### src/rtl/life_pkg.sv
// Shared types and default sizes for the Game of Life generation controller.
package life_pkg;

    typedef enum logic [1:0] {
        IDLE = 2'd0,
        RUN  = 2'd1,
        HALT = 2'd2
    } state_e;

    localparam int unsigned LIFE_WIDTH  = 64;
    localparam int unsigned LIFE_RATE_W = 24;
    localparam int unsigned LIFE_GEN_W  = 16;

    typedef logic [LIFE_WIDTH-1:0] board_t;

endpackage

### src/rtl/life_state_ctrl_rate_divider.sv
// Free-run update-rate divider: ticks once every rate+1 enabled cycles.
module rate_divider #(
    parameter int unsigned RATE_W = 24
) (
    input  logic              clk,
    input  logic              reset,
    input  logic              en,
    input  logic              clr,
    input  logic [RATE_W-1:0] rate,
    output logic              tick
);

    logic [RATE_W-1:0] r_cnt;
    logic              w_tick;

    // >= rather than == so a rate lowered below the running count ticks at once
    assign w_tick = en && (r_cnt >= rate);
    assign tick   = w_tick;

    always_ff @(posedge clk or posedge reset) begin
        if (reset) begin
            r_cnt <= '0;
        end else if (clr) begin
            r_cnt <= '0;
        end else if (en) begin
            if (w_tick) begin
                r_cnt <= '0;
            end else begin
                r_cnt <= r_cnt + RATE_W'(1);
            end
        end
    end

endmodule

### src/rtl/life_state_ctrl.sv
// Generation register and sequencer: holds the current board, commits the next one
// under load/step/run control, counts generations and flags still-life / period-2 boards.
module life_state_ctrl
    import life_pkg::*;
#(
    parameter int unsigned       WIDTH     = LIFE_WIDTH,
    parameter int unsigned       RATE_W    = LIFE_RATE_W,
    parameter int unsigned       GEN_W     = LIFE_GEN_W,
    parameter logic [WIDTH-1:0]  RST_BOARD = '0
) (
    input  logic              clk,
    input  logic              reset,
    input  logic [WIDTH-1:0]  seed_in,
    input  logic              load,
    input  logic              run,
    input  logic              step,
    input  logic              halt_on_stable,
    input  logic [RATE_W-1:0] rate,
    input  logic [WIDTH-1:0]  game_out,
    output logic [WIDTH-1:0]  game_in,
    output logic [GEN_W-1:0]  gen_count,
    output logic              update,
    output logic              stable,
    output logic              osc2,
    output logic              halted
);

    state_e             r_state;
    state_e             w_next_state;
    logic [WIDTH-1:0]   r_board;
    logic [WIDTH-1:0]   r_hist1;
    logic [GEN_W-1:0]   r_gen;
    logic               r_update;
    logic               r_stable;
    logic               r_osc2;

    logic               w_tick;
    logic               w_div_en;
    logic               w_div_clr;
    logic               w_halt_cond;
    logic               w_commit;

    assign w_div_en  = (r_state == RUN);
    assign w_div_clr = load || ((r_state == IDLE) && run);

    rate_divider #(
        .RATE_W (RATE_W)
    ) u_rate_divider (
        .clk   (clk),
        .reset (reset),
        .en    (w_div_en),
        .clr   (w_div_clr),
        .rate  (rate),
        .tick  (w_tick)
    );

    always_comb begin
        w_next_state = r_state;
        w_halt_cond  = (r_state == RUN) && halt_on_stable && (r_stable || r_osc2);
        w_commit     = 1'b0;

        case (r_state)
            IDLE: begin
                if (run) w_next_state = RUN;
                w_commit = step;
            end
            RUN: begin
                if (w_halt_cond)   w_next_state = HALT;
                else if (!run)     w_next_state = IDLE;
                // The flagged board is final: no commit in the cycle that enters HALT
                w_commit = w_tick && !w_halt_cond;
            end
            HALT: begin
                w_next_state = HALT;
            end
            default: begin
                w_next_state = IDLE;
            end
        endcase

        if (load) begin
            w_next_state = IDLE;
            w_commit     = 1'b0;
        end
    end

    always_ff @(posedge clk or posedge reset) begin
        if (reset) begin
            r_state <= IDLE;
        end else begin
            r_state <= w_next_state;
        end
    end

    always_ff @(posedge clk or posedge reset) begin
        if (reset) begin
            r_board  <= RST_BOARD;
            r_hist1  <= RST_BOARD;
            r_gen    <= '0;
            r_update <= 1'b0;
            r_stable <= 1'b0;
            r_osc2   <= 1'b0;
        end else if (load) begin
            r_board  <= seed_in;
            r_hist1  <= seed_in;
            r_gen    <= '0;
            r_update <= 1'b0;
            r_stable <= 1'b0;
            r_osc2   <= 1'b0;
        end else if (w_commit) begin
            r_board  <= game_out;
            r_hist1  <= r_board;
            if (r_gen != '1) r_gen <= r_gen + GEN_W'(1);
            r_update <= 1'b1;
            r_stable <= (game_out == r_board);
            r_osc2   <= (game_out == r_hist1) && (game_out != r_board);
        end else begin
            r_update <= 1'b0;
        end
    end

    assign game_in   = r_board;
    assign gen_count = r_gen;
    assign update    = r_update;
    assign stable    = r_stable;
    assign osc2      = r_osc2;
    assign halted    = (r_state == HALT);

endmodule

### config.mk
export PLATFORM = sky130hd
export DESIGN_NAME = life_state_ctrl
export DESIGN_NICKNAME = d
export VERILOG_FILES = /design/src/rtl/life_pkg.sv /design/src/rtl/life_state_ctrl_rate_divider.sv /design/src/rtl/life_state_ctrl.sv
export SDC_FILE = /design/constraint.sdc
export NUM_CORES = 1
export LEC_CHECK = 0
export ABC_AREA = 1
export BUFFER_PORTS_ARGS = -buffer_cell sky130_fd_sc_hd__clkbuf_2
export CORE_ASPECT_RATIO = 0.8
export CORE_MARGIN = 5
export CORE_UTILIZATION = 30
export DETAILED_ROUTE_END_ITERATION = 8
export PLACE_DENSITY = 0.48
export SETUP_SLACK_MARGIN = 0.05
export SLEW_MARGIN = 20
export SYNTH_ARGS = -nofsm -noshare
export SYNTH_HDL_FRONTEND = slang
export SYNTH_SLANG_ARGS = --single-unit
### constraint.sdc
create_clock -name clk -period 5.85 [get_ports clk]
set_clock_uncertainty 0.1 [all_clocks]
set_input_delay 1.4625 -clock clk [delete_from_list [all_inputs] [get_ports clk]]
set_output_delay 1.4625 -clock clk [all_outputs]
set_load 0.02 [all_outputs]
; Yosys cells after proc, flatten, opt, wreduce, memory -nomap -nowiden
; Cells that the tools add are included.
[op_classes]
muxes = 23
eq_ne = 8
n_lt_le_gt_ge = 1
n_reduce_logical = 15
n_addsub = 2
[ops]
columns = cell, count
row1 = $mux W64, 4
row2 = $eq A64 B64 Y1, 2
row3 = $mux W24, 3
row4 = $ne A64 B64 Y1, 1
row5 = $mux W16, 3
row6 = $add A24 B1 Y24 const B, 1
row7 = $ge A24 B24 Y1, 1
row8 = $add A16 B1 Y16 const B, 1
row9 = $ne A16 B16 Y1 const B, 1
row10 = $mux W2, 4
row11 = $mux W1, 7
row12 = $logic_and A1 B1 Y1, 6
row13 = $pmux W2 S3, 1
row14 = $reduce_bool A2 Y1, 3
row15 = $ne A4 B4 Y1 const B, 1
row16 = $reduce_and A2 Y1, 2
row17 = $ne A3 B3 Y1 const B, 1
row18 = $eq A2 B1 Y1 const B, 1
row19 = $eq A2 B2 Y1 const B, 1
row20 = $logic_not A2 Y1, 1
row21 = $logic_or A1 B1 Y1, 2
row22 = $pmux W1 S2, 1
row23 = $logic_not A1 Y1, 1
[totals]
ff_bits = 173
output_inout_bits = 84

; Longest topological paths before layout
; Gate-level depths: netlist (run 1).
[logic_depth]
word_depth = 9
ltp_mapped = 16

; Cells and area by module
; From an unflattened synthesis (run 1), not the netlist that was laid out.
[unflattened]
hier_cells = 1551
area_unflattened_um2 = 10991.8
[by_module_without_submodules]
columns = mod, area_per_inst_um2, instances, cells_per_inst
row1 = life_state_ctrl, 8660.8, 1, 1167
row2 = rate_divider, 2331.0, 1, 384

; Least setup slack after synthesis (run 1)
; Ideal clock, no wire load.
[synth_timing]
kind = input to register
from = input port rate[15]
to = register r_board[14], in the netlist game_in[14]
setup_time_ns = 0.118
slack_ns = 2.756
path_stages = 13
t_required_ns = 5.632
arrival_ns = 2.876
cell_sequence = inv_1 -> ha_1 -> a21o_1 -> nor2_1 -> nand2_1 -> a21oi_2 -> nand2_2 -> nand2_2 -> nand3_4 -> buf_6 -> buf_6 -> nand2_1 -> o21ai_2
[synth_via]
elab_chain_len = 6
[synth_rtl]
columns = element, line
row1 = "start, declared", life_state_ctrl.sv:18  ; input logic [RATE_W-1:0] rate,
row2 = $ge A24 B24 Y1, life_state_ctrl_rate_divider.sv:17  ; assign w_tick = en && (r_cnt >= rate);
row3 = $logic_and A1 B1 Y1, life_state_ctrl_rate_divider.sv:17
row4 = $logic_and A1 B1 Y1, life_state_ctrl.sv:71  ; w_commit = w_tick && !w_halt_cond;
row5 = $pmux W1 S2, life_state_ctrl.sv:62  ; case (r_state)
row6 = $mux W1, life_state_ctrl.sv:81  ; if (load) begin
row7 = $reduce_bool A2 Y1 (no source line), n/a
row8 = "end signal, assigned", life_state_ctrl.sv:104  ; r_board <= seed_in;
row9 = "end signal, assigned", life_state_ctrl.sv:111  ; r_board <= game_out;
row10 = "end, declared", life_state_ctrl.sv:30  ; logic [WIDTH-1:0] r_board;
; No other way between the ends.
; A chain may end at the register's enable or synchronous reset.

; Worst setup path after layout (run 1)
[layout_timing]
from = input port rate[21]
to = register r_osc2, in the netlist osc2
[layout_via]
elab_chain_len = 6
[layout_rtl]
columns = element, line
row1 = $ge A24 B24 Y1, life_state_ctrl_rate_divider.sv:17
row2 = $logic_and A1 B1 Y1, life_state_ctrl_rate_divider.sv:17
row3 = $logic_and A1 B1 Y1, life_state_ctrl.sv:71
row4 = $pmux W1 S2, life_state_ctrl.sv:62
row5 = $mux W1, life_state_ctrl.sv:81
row6 = $reduce_bool A2 Y1 (no source line), n/a
row7 = "end signal, assigned", life_state_ctrl.sv:116  ; r_osc2 <= (game_out == r_hist1) && (game_out != r_board);
row8 = "end, declared", life_state_ctrl.sv:35  ; logic r_osc2;
; No other way between the ends.

==> impl_summary.md, run 1 <==
Setup path
Counting stages on the worst path, the most repeated cell is nand2_1. The maximum single-stage delay on the critical path is 0.45 ns. The critical path required time is 6.11 ns. The cell count of the worst reg-to-reg path is 13.

The number of buffer and inverter stages on the critical path is 4. Following the worst setup path forward leads to its endpoint at osc2$_DFFE_PP0P_. The register-to-register path setup slack is 2.96 ns. The largest individual stage delay along the critical path comes from the cell buf_4. The startpoint of the most critical setup path is rate[21].

The end of the worst register-to-register path is osc2$_DFFE_PP0P_. In this run the critical register-to-register path is launched from u_rate_divider.r_cnt[21]$_DFFE_PP0P_. STA classifies the critical path endpoint as a register.

The type of element launching the critical path is an input port. The cell family contributing the most delay on the critical path is buffers and inverters. The category of the most critical setup path is in -> reg. The critical-path maximum fanout is 31. At the worst endpoint, the arrival time is 3.83 ns. In this run the number of cells on the critical path is 15.

Walking the worst path, the cells encountered are clkbuf_2 -> inv_1 -> ha_1 -> a21oi_1 -> nor2_1 -> nor2_1 -> nand2_1 -> a21oi_2 -> nand2_2 -> nand2_2 -> nand3_4 -> inv_2 -> buf_4 -> nand2_1 -> nand2_1.

Timing
The headroom to the max-slew limit is 0.351. For the pin with the worst max-slew slack, the measured transition is 0.973 ns. Setup repair after global routing left no endpoint under its margin.

For the finished layout, the period the worst path requires is 3.57 ns. After routing, the total negative slack on setup checks comes to 0 ns. The total count of hold-check failures in the final report is 0. Setup violations remaining at the end of the flow were counted as 0. Timing would allow up to 280 MHz. Dividing the final minimum period by the clock period gives 0.609. The final number of max-transition violations is 0.

Logic synthesis
The count of mapped cells out of synthesis is 1,558. The largest total area in the synthesized netlist belongs to dfrtp_1. In this run the cell area of the synthesized design comes to 11,200 um^2. By count the netlist is led by nand2_1, inv_1, dfrtp_1. The average cell area after synthesis is 7.21 um^2. The warning count from the yosys run is 0. For this run, the register share of the synthesized area comes to 0.386.

The post-synth net total is 1,742. The number of distinct library cells after synthesis is 41. In the post-synthesis netlist, the biggest area contributors are dfrtp_1, nand2_1, inv_1. The most common cell in the synthesized netlist is nand2_1.

Yosys mapped a number of flops with a built-in enable equal to 0. The post-synthesis async set-or-reset flop share is 1.00. The proportion of netlist area held by the largest area contributor is 0.386. In this run, synthesis produced a sequential element count of 173. The top flip-flop cell by instance count after synthesis is dfrtp_1.

GRT
The number of antenna violations at the first check in global routing was 0. The first global-routing pass estimated 52,900 um of wire. The global routing usage summed across all routing layers is 0.156. Entering global routing, the biggest net connects 131 pins. The final global-route overflow total is 0.

The number of global-route vias before repair is 9,992.

Routing
The detailed router finished its first iteration with 656 violations. The routed length per placed instance is 14.4 um. Using the TritonRoute via totals, the vias-per-cell ratio works out to 4.53. After detailed routing, the number of remaining DRC violations is 0. The remaining number of nets flagged by the antenna check after routing is 0. The number of vias in the routed layout is 10,300.

The final layout contains routed wiring with a total length of 32,700 um. The first detailed-routing pass took 5 iterations.

Clock network
The clock reaches the later pin of the worst-skew pair after 0.44 ns. Clock-pin slew was measured on the worst setup and hold paths at 0.07 ns. The cell at the root of the clock tree is clkbuf_16. In this run the deepest clock path goes through 2 buffers. The TritonCTS clock tree is built. The number of clock buffers inserted by TritonCTS is 17. Post-CTS repair changed the size of 0 cells. The buffers inserted during post-CTS setup optimization is 0. The count of clock tree sinks is 173.

For this design, the CTS-stage hold fixing added 0 buffers. The number of H-tree branching levels is 4.

Floorplan
The starting density of the core is 0.303. The standard cell core area is 37,000 um^2. The die boundary height is 183 um. The number of placement rows is 63. In this run the count of I/O pins placed on the die edge is 242. The die covers 41,400 um^2. The die is 226 um wide.

Flow run
The number of max-cap violations is 0.

Power
In this run the static leakage power is 0.00691 uW. The total power per unit cell area is 242 nW/um^2. The largest vdd supply drop is 0.157 mV.

Finish
The number of antenna diodes in the final layout is 0. The area added between synthesis and finish is 18.5%. The final layout contains 1,955 nets.

Counting the fill cells in the layout gives 4,021. Of the cells placed in the final design, the portion with a size suffix greater than 1 is 0.193. The post-route cell area is 13,300 um^2.

Placement
The placed wire-length estimate is 24,000 um. The cell area after placement is 12,800 um^2. The congestion estimate from routability-driven global placement came to 0.801. Buffers placed on the I/O ports in this run total 241.

Outcome
The run finished with clean final reports.

Hold path
The worst min-delay path class is reg -> reg.
report_power, final:
group	total [uW]	switching (uW)	leakage, uW	internal, uW
registers	1400	93.8	0.00220	1310
logic	696	435	0.00444	261
clock network	1120	496	0.000270	623
total	3210	1020	0.00691	2190
registers in the layout (all words and copies together) (netlist names):
register and cells:
gen_count 16, stable 1, r_state 2, update 1
game_in 64, osc2 1, r_hist1 64, u_rate_divider.r_cnt 24
worst min path at each step:
stage,from,endpoint,slack (ns),cells after the start
floorplan,r_hist1[0]$_DFFE_PP0P_,r_hist1[0]$_DFFE_PP0P_,0.36,2
global placement,r_hist1[63]$_DFFE_PP0P_,r_hist1[63]$_DFFE_PP0P_,0.38,2
detailed placement,r_hist1[63]$_DFFE_PP0P_,r_hist1[63]$_DFFE_PP0P_,0.38,2
CTS,r_hist1[47]$_DFFE_PP0P_,r_hist1[47]$_DFFE_PP0P_,0.40,2
global route,r_hist1[43]$_DFFE_PP0P_,r_hist1[43]$_DFFE_PP0P_,0.42,2
finish,r_hist1[49]$_DFFE_PP0P_,r_hist1[49]$_DFFE_PP0P_,0.39,2
tightest hold or removal path, cell delays in order, from the launching register on:
cell	delay [ns]
dfrtp_1	0.36
nand2_1	0.06
nand2_1	0.05
cells in the final DEF (no fill, tap or decap), types with 3 or more instances in the layout:
cell type   count
clkbuf_16      17
o21ai_1        21
o21ai_0       119
nand4_1        45
o22ai_1         4
nand3_1        39
nor3_1         16
o21ai_2        50
clkinvlp_4      3
ha_1           26
xnor2_1        79
xor2_1         25
dfrtp_1       173
clkbuf_2      240
nor4_1          4
nor2_1         92
nand2_1       585
clkbuf_8        4
a21oi_1        10
nand2_2         3
buf_4           8
clkinv_2        4
inv_1         185
final cells by class:
cell class	instances	area (um^2)	area share
flip-flops and latches	173	4330	0.325
inverters	187	706	0.0530
clock buffers	22	484	0.0364
multi-input cells	1142	5810	0.437
well taps	487	609	0.0458
clock inverters	7	65.1	0.00489
repair buffers	250	1300	0.0978
kinds of logic (layout without fill, tap and decap cells):
| logic type | count (synthesis) | count (layout) | share of synthesized area |
|---|---|---|---|
| flip-flops | 173 | 173 | 0.386 |
| adder cells (fa/ha/maj) | 26 | 26 | 0.0290 |
| XOR/XNOR | 104 | 104 | 0.0811 |
| buffers and inverters | 243 | 466 | 0.0973 |
| AND/OR/NAND/NOR | 800 | 800 | 0.293 |
| AO/OA/AOI/OAI | 212 | 212 | 0.114 |
per-layer routing:
metal / track usage / routed length (um)
met2: 0.239 / 14500
met3: 0.0317 / 1240
met1: 0.231 / 16800
met5: 0 / 0
met4: 0.0310 / 180
per-stage QoR:
step / worst slack [ns] / util / cells / power (uW) / hold slack, ns
final: 2.28 / 0.359 / 2268 / 3210 / 0.390
after global routing: 1.90 / 0.359 / 2268 / 3410 / 0.417
after CTS: 2.20 / 0.359 / 2268 / 3280 / 0.396
after detailed placement: 1.73 / 0.344 / 2239 / 2130 / 0.379
after global placement: 1.79 / 0.344 / 2239 / 2120 / 0.376
after floorplan: 2.08 / - / 1558 / 1890 / 0.361
Note: power is estimated with default switching activity, not from simulation.
==> run 2, diff against run 1 <==
--- a/config.mk
+++ b/config.mk
@@ -5,7 +5,7 @@
 export SDC_FILE = /design/constraint.sdc
 export NUM_CORES = 1
 export LEC_CHECK = 0
-export ABC_AREA = 1
+export ABC_AREA = 0
 export BUFFER_PORTS_ARGS = -buffer_cell sky130_fd_sc_hd__clkbuf_2
 export CORE_ASPECT_RATIO = 0.8
 export CORE_MARGIN = 5
==> constraint.sdc (replaced) <==
create_clock -name clk -period 3 [get_ports clk]
set_clock_uncertainty 0.1 [all_clocks]
set_input_delay 0.75 -clock clk [delete_from_list [all_inputs] [get_ports clk]]
set_output_delay 0.75 -clock clk [all_outputs]
set_load 0.02 [all_outputs]
==> impl_summary.md, run 2 <==
Routing
The via count normalized by instance count is 4.99 (+10%). The number of vias in the routed layout is 9,273 (-9.7%). The DRC violation count after routing is 0 (unchanged). The remaining number of nets flagged by the antenna check after routing came to 0 (unchanged). The number of optimization iterations in the first detailed-route pass came to 5 (unchanged). The total wire length is 37,300 um (+14%). The iteration-0 DRC count of the detailed router is 858 (+31%). The routed length per placed instance is 20.1 um (+39%).

Clock network
The count of clock tree sinks was 173 (unchanged). The quantity of hold-fixing buffers added after cts is 0 (unchanged). The number of H-tree branching levels came to 4 (unchanged). The clock network latency to the later pin of the worst-skew pair is 0.44 ns (about the same). The CTS clock-pin slew for the worst setup and hold paths was 0.07 ns (about the same). The worst-case clock buffer depth is 2 (unchanged). TritonCTS built the clock tree. The number of clock buffers inserted by TritonCTS is 17 (unchanged).

CTS placed an instance of clkbuf_16 at the clock tree root.

GRT
The global routing usage summed across all routing layers is 0.191 (+0.0346). The final global-route overflow total is 0 (unchanged). The number of antenna violations at the first check in global routing is 3 (+3). The wire length of the first global-routing pass is 56,100 um (+6.1%). The number of global-route vias before repair is 9,065 (-9.3%). The largest net degree at the start of global routing is 104 (-21%).

Finish
Leaving out fill and tap cells, the most frequent cell in the layout is clkbuf_2. The non-filler instance count after layout came to 1,858 (-18%). Leaving out fill and tap cells, the most frequent cells in the layout are clkbuf_2, a21oi_1, dfrtp_1, nand2_1, a21oi_2. The area added between synthesis and finish is 25.6%. The net count reported at finish is 1,592 (-19%). The share of layout cells above drive strength 1 came to 0.291 (+0.0981).

Timing
Dividing the final minimum period by the clock period gives 0.928. The slew at the pin closest to its max-slew limit is 0.594 ns (-0.379 ns). The total count of hold-check failures in the final report is 0 (unchanged).

The setup violation total in the final timing report is 0 (unchanged). The headroom to the max-slew limit was 0.604 (+0.253). Setup repair after global routing left no endpoint under its margin.

For this run, the top clock speed supported by timing is 359 MHz. The final number of max-transition violations is 0 (unchanged). Subtracting the final worst setup slack from the clock period gives 2.78 ns.

The sum of negative setup slack is 0 ns (unchanged).

Logic synthesis
The most repeated cell in the gate-level netlist after synthesis is a21oi_1. The number of distinct library cells after synthesis came to 48 (+17%). The library cell with the largest summed area after synthesis is dfrtp_1. The post-synth net total is 1,341 (-23%).

The number of synthesized flops with an enable pin is 0 (unchanged). The cell area after synthesis is 10,300 um^2 (-8.3%). The most used flip-flop cell after synthesis is dfrtp_1. The post-synthesis async set-or-reset flop share is 1.00 (unchanged).

The sequential-to-total area share from yosys stat came to 0.421 (+0.0350). The total of flip-flops plus latches after synthesis is 173 (unchanged). The average cell area after synthesis is 8.90 um^2 (+23%). The proportion of netlist area held by the largest area contributor is 0.421 (+0.0350). The count of mapped cells out of synthesis was 1,157 (-26%). The warning count from the yosys run came to 0 (unchanged).

By area the synthesized netlist is led by dfrtp_1, a21oi_1, a21oi_2. Sorting the synthesized cells by how often they occur yields a21oi_1, dfrtp_1, nand2_1.

Placement
The placed cell count is 1,815 (-19%). The number of buffer cells added on primary ports is 241 (unchanged). The routability-driven placement congestion ratio is 0.863 (+7.7%). The placed wire-length estimate is 28,300 um (+18%).

Setup path
The worst setup path is launched from an input port. The critical path required time is 3.23 ns (-2.88 ns). The critical path in this run is classified as in -> reg. The critical path arrival came to 3.01 ns (-0.82 ns). The critical-path maximum fanout is 7 (-77%). The worst setup path is captured at a register.

Power
The static leakage is 0.00569 uW (-18%). The total power per unit cell area is 489 nW/um^2 (+100%). The largest vdd supply drop is 0.289 mV (+84%).

The total power consumption of the routed design is 6330 uW (+97%).

Flow run
The number of max-cap violations is 0 (unchanged).

Floorplan
The chip width is 217 um (-4.1%). The die boundary height came to 176 um (-4.0%). The area enclosed by the die boundary came to 38,100 um^2 (-7.9%).

The number of placement rows was 60 (-4.8%). The starting density of the core is 0.305 (+0.00163). The standard cell core area is 33,800 um^2 (-8.8%). The boundary pin count is 242 (unchanged).

Hold path
The worst min-delay path class is in -> async.

Outcome
The run finished with clean final reports.
-- run 2: final timing paths --
kind	slack (ns)	startpoint	to	depth (start not counted)
setup / recovery	0.22	rate[17]	gen_count[10]$_DFFE_PP0P_	12
hold / removal	0.19	reset	gen_count[9]$_DFFE_PP0P_	2
setup reg to reg	0.22	u_rate_divider.r_cnt[17]$_DFFE_PP0P_	gen_count[10]$_DFFE_PP0P_	10
hold reg to reg	0.40	u_rate_divider.r_cnt[19]$_DFFE_PP0P_	u_rate_divider.r_cnt[19]$_DFFE_PP0P_	1
max in group asynchronous	1.86	reset	r_hist1[41]$_DFFE_PP0P_	4
min in group clk	0.40	u_rate_divider.r_cnt[19]$_DFFE_PP0P_	u_rate_divider.r_cnt[19]$_DFFE_PP0P_	1
-- run 2: kinds of logic (layout without fill, tap and decap cells) --
group,Yosys count,after routing,synth area share
other cells,0,3,0
compound gates,333,333,0.194
buf+inv,91,355,0.0419
simple gates,390,390,0.188
mux,4,4,0.00450
xor+xnor,140,140,0.119
flops,173,173,0.421
fa+ha+maj,26,26,0.0316
-- run 2: what timing repair did --
| item | CTS | global route |
|---|---|---|
| resized for setup | 0 | 5 |
| endpoints found under the setup margin | 0 | 108 |
| setup buffers | 0 | 7 |
-- run 2: critical path, stage by stage --
cell      delay (ns)
clkbuf_2        0.08
inv_1           0.04
ha_1            0.29
nand4_1         0.17
nor4_4          0.31
nand2_2         0.13
o31ai_4         0.31
or2_4           0.34
buf_12          0.14
buf_12          0.10
nand2_2         0.04
mux2_4          0.30
-- run 2: layout make-up --
cell class                 count  area, um^2
timing repair buffer         291        1810
clock buffer                  24         482
clock inverter                 8        61.3
tap                          434         543
fill                        3455       20800
sequential                   173        4330
antenna                        3        7.51
multi-input combinational    893        5570
inverter                      32         124
-- run 2: where the power goes --
part	switching (uW)	leakage, uW	internal (uW)
logic	910	0.00336	550
registers	202	0.00208	2520
clock network	1020	0.000253	1130
-- run 2: layer usage --
layer | share of wire | track usage
met5 | 0 | 0
met4 | 0.017 | 0.0563
met3 | 0.057 | 0.0379
met2 | 0.42 | 0.269
met1 | 0.51 | 0.294
-- run 2: per-stage QoR --
step	util	hold WS, ns	setup WS, ns	area (um^2)
after floorplan	-	0.375	-0.0607	10300
after global placement	0.363	0.424	-0.226	12300
after detailed placement	0.363	0.427	-0.291	12300
after CTS	0.379	0.182	0.111	12800
after global routing	0.383	0.208	0.0569	12900
final	0.383	0.194	0.217	12900
==> run 3, diff against run 2 <==
--- a/config.mk
+++ b/config.mk
@@ -7,7 +7,7 @@
 export LEC_CHECK = 0
 export ABC_AREA = 0
 export BUFFER_PORTS_ARGS = -buffer_cell sky130_fd_sc_hd__clkbuf_2
-export CORE_ASPECT_RATIO = 0.8
+export CORE_ASPECT_RATIO = 0.75
 export CORE_MARGIN = 5
 export CORE_UTILIZATION = 30
 export DETAILED_ROUTE_END_ITERATION = 8
==> impl_summary.md, run 3 (synthesized netlist as in run 2, its figures left out) <==
Power
The static leakage was 0.00568 uW (-0.17%). The internal cell power was 4410 uW (+5.1%). The share of total power consumed by net switching is 0.331 (-0.00530). The combinational power share came to 0.221 (-0.010). The net switching power figure is 2180 uW (+2.6%). The total power consumption of the routed design is 6590 uW (+4.3%).

The total power per unit cell area is 511 nW/um^2 (+4.5%). The relative contribution of sequential cells to total power is 0.412 (-0.018). The clock network power share was 0.368 (+0.028).

The largest vdd supply drop was 0.329 mV (+14%).

Outcome
The flow ran to the end, and the final reports show no timing, DRC or antenna violations.

Setup path
STA classifies the critical path endpoint as a register. The cell family contributing the most delay on the critical path is simple AND/OR/NAND/NOR gates. The critical path required time was 3.26 ns (+0.03 ns). The category of the most critical setup path is reg -> reg. Walking the worst path, the cells encountered are ha_1 -> nand4_1 -> nor4_4 -> a21oi_1 -> a31oi_1 -> buf_4 -> or2_4 -> buf_12 -> a21oi_1 -> a21oi_1. The maximum single-stage delay on the critical path is 0.44 ns (+0.10 ns). The depth of the critical timing path with buffers and inverters included came to 10 (-2). The cell count of the worst reg-to-reg path is 10 (unchanged).

The critical-path maximum fanout is 36 (+29). The slowest stage of the critical path belongs to the cell dfrtp_1. Counting stages on the worst path, the most repeated cell is a21oi_1. The type of element launching the critical path is a register. The number of buffer and inverter stages on the critical path is 2 (-2).

The critical path arrival is 3.03 ns (+0.02 ns).

GRT
The number of antenna violations at the first check in global routing was 2 (-1). The wire length of the first global-routing pass is 55,500 um (-1.0%). The number of global-route vias before repair is 8,861 (-2.3%). The global routing usage summed across all routing layers is 0.190 (-0.00150). The final global-route overflow total is 0 (unchanged). The largest net degree at the start of global routing is 77 (-26%).

Finish
The filler cell count in the final layout is 3,470 (+0.43%). In the layout the commonest cells are clkbuf_2, a21oi_1, dfrtp_1, nand2_1, a21oi_2. The area added between synthesis and finish is 25.3%.

The net count reported at finish was 1,586 (-0.38%). The most common cell after layout, fill and taps aside is clkbuf_2. The utilization after layout was 0.383 (about the same). The share of layout cells above drive strength 1 was 0.290 (about the same).

Routing
The DRC violation count after routing came to 0 (unchanged). The number of vias in the routed layout is 9,240 (-0.36%). The via count normalized by instance count is 4.95 (-0.78%). The routed length per placed instance is 20.0 um (-0.11%). The total wire length is 37,400 um (+0.32%).

The iteration-0 DRC count of the detailed router was 723 (-16%). The number of optimization iterations in the first detailed-route pass is 5 (unchanged). The remaining number of nets flagged by the antenna check after routing was 0 (unchanged).

Timing
The setup violation total in the final timing report was 0 (unchanged). The slew at the pin closest to its max-slew limit is 0.531 ns (-0.0629 ns). The time the final worst path needs with I/O delays and setup came to 2.78 ns (-0.00690 ns). Setup repair after global routing left no endpoint under its margin. The total count of hold-check failures in the final report is 0 (unchanged). The headroom to the max-slew limit is 0.643 (+0.0392). The fraction of the cycle the final worst path needs came to 0.925 (-0.00230). The top achievable clock speed is 360 MHz (+0.25%). The final number of max-transition violations is 0 (unchanged).

Clock network
The number of clock buffers inserted by TritonCTS is 17 (unchanged). The worst-case clock buffer depth is 2 (unchanged). The clock network latency to the later pin of the worst-skew pair is 0.44 ns (about the same). The number of H-tree branching levels is 4 (unchanged).

The tree is rooted in a clkbuf_16. The TritonCTS clock tree is built. The quantity of hold-fixing buffers added after cts is 0 (unchanged). The count of clock tree sinks is 173 (unchanged). The CTS clock-pin slew for the worst setup and hold paths is 0.08 ns (about the same).

Floorplan
The chip width is 224 um (+3.1%). The boundary pin count is 242 (unchanged). The number of placement rows is 58 (-3.3%).

The starting density of the core is 0.306 (+0.000996). The area enclosed by the die boundary came to 38,200 um^2 (about the same). The die boundary height is 170 um (-3.0%). The standard cell core area is 33,700 um^2 (-0.33%).

Placement
The placed wire-length estimate is 28,600 um (+1.2%). The routability-driven placement congestion ratio is 0.821 (-4.8%). The number of buffer cells added on primary ports is 241 (unchanged).

Flow run
The number of max-cap violations is 0 (unchanged).

Hold path
The worst min-delay path class is in -> async.
## run 3: cell types whose count changed in the layout (fill, tap and decap cells not counted), sizes merged, moves of 2 or more
cell	change
clkinvlp	-3
clkbuf	-7
inv	+5
diode	-2
bufinv	+3
buf	-7
## run 3: routing by layer
metal,global-route usage,wire (um),up-vias
met5,0,13,-
met4,0.0421,478,2
met3,0.0469,2420,24
li1,-,-,4462
met1,0.295,19100,4504
met2,0.262,15400,248
## run 3: metrics by stage
stage | setup TNS [ns] | area, um^2 | std cells | worst slack (ns) | hold WS (ns)
3_3_place_gp | -16.07 | 12200 | 1830 | -0.135 | 0.412
4_1_cts | 0 | 12900 | 1862 | 0.234 | 0.332
5_1_grt | 0 | 12900 | 1866 | 0.0530 | 0.365
2_1_floorplan | -10.50 | 10300 | 1157 | -0.0607 | 0.375
6_report | 0 | 12900 | 1866 | 0.224 | 0.335
3_5_place_dp | -23.39 | 12200 | 1830 | -0.211 | 0.412
## run 3: power by group through the flow
stage | clock network, uW | registers [uW] | logic, uW
2_1_floorplan | 0 | 2830 | 715
3_3_place_gp | 0 | 2750 | 1440
3_5_place_dp | 0 | 2760 | 1450
4_1_cts | 2500 | 2710 | 1460
5_1_grt | 2590 | 2740 | 1580
6_report | 2420 | 2720 | 1460
## run 3: what timing repair did
item | CTS | global route
resized for setup | 0 | 4
buffers inserted | 0 | 1
endpoints found under the setup margin | 0 | 56
## run 3: cell type report
type	count	area [um^2]	share of cell area
multi-input combinational	895	5580	0.432
sequential	173	4330	0.336
timing repair buffer	283	1680	0.130
tap	450	563	0.0437
clock buffer	18	439	0.0341
clock inverter	14	184	0.0143
inverter	32	124	0.00960
antenna	1	2.50	0.000194
## run 3: path summary, 6_finish.rpt
path                                                       from                                   end  slack (ns)
min in group clk           u_rate_divider.r_cnt[22]$_DFFE_PP0P_  u_rate_divider.r_cnt[22]$_DFFE_PP0P_        0.41
hold reg to reg            u_rate_divider.r_cnt[22]$_DFFE_PP0P_  u_rate_divider.r_cnt[22]$_DFFE_PP0P_        0.41
hold / removal                                            reset             gen_count[11]$_DFFE_PP0P_        0.34
max in group asynchronous                                 reset               r_hist1[51]$_DFFE_PP0P_        2.04
setup / recovery           u_rate_divider.r_cnt[19]$_DFFE_PP0P_               game_in[26]$_DFFE_PP0P_        0.22
setup reg to reg           u_rate_divider.r_cnt[19]$_DFFE_PP0P_               game_in[26]$_DFFE_PP0P_        0.22
## run 3: worst min-delay path: stages
cell	delay, ns
clkbuf_2	0.10
clkinvlp_4	0.13
buf_12	0.29
